$ cat config.mk
export PLATFORM = sky130hd
export DESIGN_NAME = counter_sequencer
export DESIGN_NICKNAME = d
export VERILOG_FILES = /design/src/rtl/counter_pkg.sv /design/src/rtl/tick_prescaler.sv /design/src/rtl/counter_sequencer.sv
export SDC_FILE = /design/constraint.sdc
export NUM_CORES = 1
export LEC_CHECK = 0
export ABC_AREA = 1
export CORE_ASPECT_RATIO = 0.6
export CORE_UTILIZATION = 55
export DETAILED_ROUTE_END_ITERATION = 10
export GPL_ROUTABILITY_DRIVEN = 0
export PLACE_DENSITY = 0.74
export SYNTH_ARGS = -nofsm -noshare
export SYNTH_HDL_FRONTEND = slang
export SYNTH_SLANG_ARGS = --single-unit
$ cat constraint.sdc
create_clock -name clk_100MHz -period 2.65 [get_ports clk_100MHz]
set_input_delay 0.265 -clock clk_100MHz [delete_from_list [all_inputs] [get_ports clk_100MHz]]
set_output_delay 0.265 -clock clk_100MHz [all_outputs]
set_load 0.005 [all_outputs]
$ cat src/rtl/counter_pkg.sv
// rtl/counter_pkg.sv - shared state encodings and divisor constants for the counter sequencer
package counter_pkg;

    typedef enum logic [1:0] {
        ST_IDLE  = 2'd0,
        ST_RUN   = 2'd1,
        ST_PAUSE = 2'd2,
        ST_DONE  = 2'd3
    } state_t;

    localparam int DIV_DEFAULT = 100_000_000;
    localparam int DIV_SIM     = 4;

endpackage

$ cat src/rtl/tick_prescaler.sv
// rtl/tick_prescaler.sv - programmable divider flagging the last cycle of each tick period
module tick_prescaler #(
    parameter int DIV_WIDTH = 27
) (
    input  logic                 clk_100MHz,
    input  logic                 rst,
    input  logic                 run,
    input  logic                 clr,
    input  logic [DIV_WIDTH-1:0] div,
    output logic                 tick
);

    logic [DIV_WIDTH-1:0] cnt;
    logic                 at_end;

    assign at_end = (cnt == div - DIV_WIDTH'(1));
    // Combinational: the owner registers it so tick lands with the q update.
    assign tick   = run && at_end;

    always_ff @(posedge clk_100MHz) begin
        if (rst || clr) begin
            cnt <= '0;
        end else if (run) begin
            cnt <= at_end ? '0 : cnt + DIV_WIDTH'(1);
        end
    end

endmodule

$ cat src/rtl/counter_sequencer.sv
// rtl/counter_sequencer.sv - up/down wrap/one-shot counter sequenced by a prescaled tick
module counter_sequencer #(
    parameter int WIDTH       = 4,
    parameter int DIV_WIDTH   = 27,
    parameter int DIV_DEFAULT = 100_000_000
) (
    input  logic                 clk_100MHz,
    input  logic                 rst,
    input  logic                 start,
    input  logic                 pause,
    input  logic                 resume,
    input  logic                 clear,
    input  logic                 dir_up,
    input  logic                 one_shot,
    input  logic [WIDTH-1:0]     load_val,
    input  logic [WIDTH-1:0]     term_val,
    input  logic [DIV_WIDTH-1:0] div_count,
    output logic [WIDTH-1:0]     q,
    output logic                 tick,
    output logic                 busy,
    output logic                 done,
    output logic [1:0]           state
);
    import counter_pkg::*;

    state_t               state_r, state_n;
    logic [WIDTH-1:0]     q_n, step_val;
    logic                 tick_n, done_n, latch, presc_clr, tick_due;
    logic                 dir_r, os_r;
    logic [WIDTH-1:0]     load_r, term_r;
    logic [DIV_WIDTH-1:0] div_r, div_eff;

    assign div_eff = (div_count == '0) ? DIV_WIDTH'(DIV_DEFAULT) : div_count;
    assign state   = state_r;
    assign busy    = (state_r == ST_RUN) || (state_r == ST_PAUSE);

    tick_prescaler #(.DIV_WIDTH(DIV_WIDTH)) u_prescaler (
        .clk_100MHz (clk_100MHz),
        .rst        (rst),
        .run        (state_r == ST_RUN),
        .clr        (presc_clr),
        .div        (div_r),
        .tick       (tick_due)
    );

    always_comb begin
        state_n   = state_r;
        q_n       = q;
        tick_n    = 1'b0;
        done_n    = 1'b0;
        latch     = 1'b0;
        presc_clr = 1'b0;
        step_val  = dir_r ? q + WIDTH'(1) : q - WIDTH'(1);
        if (clear) begin
            state_n   = ST_IDLE;
            q_n       = '0;
            presc_clr = 1'b1;
        end else if (start && (state_r == ST_IDLE || state_r == ST_DONE)) begin
            latch     = 1'b1;
            presc_clr = 1'b1;
            q_n       = load_val;
            if (one_shot && load_val == term_val) begin
                state_n = ST_DONE;
                done_n  = 1'b1;
            end else begin
                state_n = ST_RUN;
            end
        end else begin
            case (state_r)
                ST_RUN: begin
                    if (tick_due) begin
                        tick_n = 1'b1;
                        if (os_r && step_val == term_r) begin
                            q_n     = term_r;
                            state_n = ST_DONE;
                            done_n  = 1'b1;
                        end else if (!os_r && q == term_r) begin
                            q_n = load_r;
                        end else begin
                            q_n = step_val;
                        end
                    end
                    // A tick due this cycle still completes before pausing.
                    if (state_n == ST_RUN && pause && !resume) begin
                        state_n = ST_PAUSE;
                    end
                end
                ST_PAUSE: begin
                    if (resume && !pause) begin
                        state_n = ST_RUN;
                    end
                end
                default: ;
            endcase
        end
    end

    always_ff @(posedge clk_100MHz) begin
        if (rst) begin
            state_r <= ST_IDLE;
            q       <= '0;
            tick    <= 1'b0;
            done    <= 1'b0;
            dir_r   <= 1'b0;
            os_r    <= 1'b0;
            load_r  <= '0;
            term_r  <= '0;
            div_r   <= '0;
        end else begin
            state_r <= state_n;
            q       <= q_n;
            tick    <= tick_n;
            done    <= done_n;
            if (latch) begin
                dir_r  <= dir_up;
                os_r   <= one_shot;
                load_r <= load_val;
                term_r <= term_val;
                div_r  <= div_eff;
            end
        end
    end

endmodule

==> summary.json <==
{
  "result_of_the_run": {"value": "finished clean"},
  "ir_worst_vdd": {"value": 0.000321, "unit": "V"},
  "slowest_stage": {"value": "dfxtp_1"},
  "detail_route.vias_per_cell": {"value": 5.49},
  "regArea": {"value": 1440, "unit": "um2"},
  "drtPass1Iterations": {"value": 5},
  "worst_skew_pair.late_latency": {"value": 340, "unit": "ps"},
  "path_delay_family": {"value": "simple AND/OR/NAND/NOR gates"},
  "clock-sinks": {"value": 72},
  "grt_setup_unrepaired": {"value": "no"},
  "critical_path_end_type": {"value": "register"},
  "maxSlewHeadroom": {"value": 59.0, "unit": "%"},
  "n_antenna_cell": {"value": 0},
  "clk_transition_reported_paths": {"value": 60, "unit": "ps"},
  "layout-drive-gt1-share": {"value": 7.80, "unit": "%"},
  "finalClockSkew": {"value": 5.12, "unit": "ps"},
  "grt-ovfl-total": {"value": 0},
  "cap_violations": {"value": 0},
  "postSynthNetCount": {"value": 757},
  "wl_per_cell": {"value": 14.9, "unit": "um"},
  "ys_warn_count": {"value": 0},
  "grt_pass1_wl": {"value": 21500, "unit": "um"},
  "timing.final.hold_violations": {"value": 0},
  "cts_root_buf": {"value": "clkbuf_16"},
  "cts_made_buffers": {"value": 9},
  "cell_count_after_placement": {"value": 861},
  "clock_tree_from_tritoncts": {"value": "done"},
  "cp_max_fo": {"value": 6},
  "post_synth_inst_count": {"value": 706},
  "period_share": {"value": 92.9, "unit": "%"},
  "fin_tns_setup": {"value": 0, "unit": "ps"},
  "route.vias.total": {"value": 4819},
  "synthToLayoutAreaGrowth": {"value": 20.9, "unit": "%"},
  "power-per-cell-area": {"value": 574, "unit": "nW/um2"},
  "clockBufferDepth": {"value": 2},
  "ys_seq_area_share": {"value": 31.0, "unit": "%"},
  "cp.arrival": {"value": 2740, "unit": "ps"},
  "detailed_place.area": {"value": 5310, "unit": "um2"},
  "preCtsSetupSlack": {"value": 62.9, "unit": "ps"},
  "globalRouteTotalUtil": {"value": 31.7, "unit": "%"},
  "design_power_total": {"value": 3.22, "unit": "mW"},
  "nets": {"value": 815},
  "antenna_found_initial": {"value": 0},
  "cp_num_buf_inv": {"value": 2},
  "critical_path_required": {"value": 2930, "unit": "ps"},
  "cpMostUsedCell": {"value": "nand2_1"},
  "cp_slowest_stage_delay": {"value": 360, "unit": "ps"},
  "row_count": {"value": 25},
  "finalWorstPathRequiredPeriod": {"value": 2460, "unit": "ps"},
  "grt_max_degree": {"value": 40},
  "category_of_the_worst_setup_path_launch_point": {"value": "register"},
  "number_of_filler_instances_in_the_final_layout": {"value": 685},
  "htree_levels": {"value": 3},
  "multi_input_comb_area": {"value": 2700, "unit": "um2"},
  "chipHeight": {"value": 73.2, "unit": "um"},
  "num_io_pins": {"value": 52},
  "floorplan.die.width": {"value": 121, "unit": "um"},
  "worstMarginPinSlew": {"value": 615, "unit": "ps"},
  "dp_hpwl": {"value": 10200, "unit": "um"},
  "syn_area": {"value": 4640, "unit": "um2"},
  "fmax": {"value": 0.406, "unit": "GHz"},
  "route.final.wire_length": {"value": 13100, "unit": "um"},
  "report.final.setup_viol": {"value": 0},
  "drc_errors": {"value": 0},
  "final_max_slew_violation_count": {"value": 0},
  "yosysUniqueCellTypes": {"value": 42},
  "layout.cells.non_filler": {"value": 877},
  "grt_pass1_vias": {"value": 4372},
  "die-area": {"value": 8830, "unit": "um2"},
  "cts_hold_buf": {"value": 0},
  "crit_chain": {"value": "inv_1 -> ha_2 -> nand3_2 -> nor2_2 -> nand2_1 -> nor3_2 -> nand2_1 -> nor2_2 -> nand2_1 -> nor2_1 -> nand2_1 -> nor2_1 -> xnor2_1 -> or2_1 -> inv_1"},
  "post-route-worst-setup-slack": {"value": 189, "unit": "ps"},
  "power_leakage": {"value": 2.57, "unit": "nW"},
  "dr.first_iter.drc_count": {"value": 660},
  "numPortBuffers": {"value": 51},
  "hold_crit_class": {"value": "reg2reg"},
  "worstSetupPathType": {"value": "reg2reg"},
  "finish.instance_area": {"value": 5610, "unit": "um2"},
  "floorplan.initialDensity": {"value": 57.8, "unit": "%"},
  "coreArea": {"value": 8040, "unit": "um2"},
  "avg_synthesized_cell_area": {"value": 6.58, "unit": "um2"},
  "number_of_flip_flops_and_latches_in_the_synthesized_netlist": {"value": 72},
  "drtAntennaViolNets": {"value": 0}
}
-- area by class of cell --
| cell class | instances | area share [%] |
|---|---|---|
| Clock buffer | 12 | 4.57 |
| Sequential cell | 72 | 25.7 |
| Tap cell | 108 | 2.41 |
| Timing Repair Buffer | 64 | 10.8 |
| Clock inverter | 4 | 0.490 |
| Multi-Input combinational cell | 498 | 48.1 |
| Inverter | 119 | 7.96 |
-- where the power goes --
part	total [mW]	internal [mW]	switching, mW	leakage [nW]
Sequential	1.21	1.14	0.0656	0.587
Clock	1.15	0.686	0.467	0.143
Combinational	0.863	0.335	0.528	1.84
Total	3.22	2.16	1.06	2.57
-- cells in the mapped netlist --
cell type / number / area [um2]
o2111ai_1: 1 / 8.76
nand4_1: 19 / 119
nor3_1: 8 / 40.0
a31oi_1: 7 / 43.8
ha_1: 7 / 87.6
nand3_1: 41 / 205
dfxtp_1: 72 / 1440
o211ai_1: 1 / 7.51
mux2_2: 2 / 22.5
nor2_2: 8 / 50.1
nand2_4: 1 / 11.3
buf_4: 1 / 7.51
clkinv_1: 2 / 7.51
a21oi_1: 27 / 135
clkbuf_1: 12 / 45.0
nor4_1: 7 / 43.8
a211oi_1: 10 / 75.1
a221oi_1: 7 / 61.3
nor2_1: 91 / 342
inv_1: 117 / 439
o31ai_1: 1 / 7.51
nand3_2: 1 / 10.0
a21o_1: 1 / 7.51
buf_6: 2 / 22.5
or2_1: 6 / 37.5
o21ai_1: 1 / 5.00
xor2_1: 27 / 236
nand3_4: 2 / 35.0
xnor2_1: 18 / 158
nand2_1: 147 / 552
nor3b_1: 1 / 7.51
o22ai_1: 2 / 12.5
nand3b_1: 4 / 30.0
nor3_2: 1 / 10.0
fa_1: 1 / 20.0
nor2_8: 1 / 20.0
nand2_2: 3 / 18.8
nor2_4: 4 / 45.0
or2_2: 3 / 18.8
buf_2: 2 / 10.0
o21ai_0: 36 / 180
o21bai_1: 1 / 7.51
-- logic make-up (layout without fill, tap and decap cells) --
logic type | count (synthesis) | after routing | synth area share [%]
simple gates | 348 | 348 | 34.3
compound gates | 95 | 95 | 11.9
fa+ha+maj | 8 | 8 | 2.32
flops | 72 | 72 | 31.0
mux | 2 | 2 | 0.485
xor+xnor | 45 | 45 | 8.49
buf+inv | 136 | 199 | 11.4
-- final timing paths --
check,startpoint,to,slack [ps],cells past startpoint
worst max register to register,state[1]$_SDFFE_PP0P_,u_prescaler.cnt[24]$_SDFFE_PP0P_,190,15
worst min-delay path,load_r[2]$_SDFFE_PP0P_,load_r[2]$_SDFFE_PP0P_,470,2
worst min register to register,load_r[2]$_SDFFE_PP0P_,load_r[2]$_SDFFE_PP0P_,470,2
worst max-delay path,state[1]$_SDFFE_PP0P_,u_prescaler.cnt[24]$_SDFFE_PP0P_,190,15
-- sequential cells by signal (all words and copies together) (netlist names) --
signal	flops
os_r	1
q	4
state	2
done	1
u_prescaler.cnt	27
div_r	27
term_r	4
dir_r	1
load_r	4
tick	1
-- placed cells by master (no fill, tap or decap), drive strengths merged, types with 13 or more instances in the layout --
cell type	netlist	routed
a21oi	27	27
nor2	104	104
dfxtp	72	72
nand3	44	44
nand2	151	151
xnor2	18	18
nand4	19	19
xor2	27	27
o21ai	37	37
inv	117	118
buf	5	13
clkdlybuf4s50	0	51
-- tightest hold or removal path: stages (launching register included) --
cell,delay [ps]
dfxtp_1,310
nand2_1,60
a21oi_1,50
-- metal layers --
layer  part of all wire, %  up-vias  global-route usage (%)
li1                      -     2393                       -
met1                    48     2160                    44.7
met2                    41      251                    48.0
met3                    10       15                    8.59
met4                   1.0        0                    8.09
met5                     0        -                       0
-- repair_timing --
| action | in CTS | in global routing |
|---|---|---|
| resized for setup | 0 | 8 |
| endpoints found under the setup margin | 0 | 31 |
| setup buffers | 0 | 0 |
-- through the flow --
step,utilization (%),hold WS (ps)
after floorplan,-,400
final,69.8,468
after global routing,69.8,498
after detailed placement,66.0,460
after CTS,69.5,470
after global placement,66.0,456
Power figures use the tool's default switching activity.
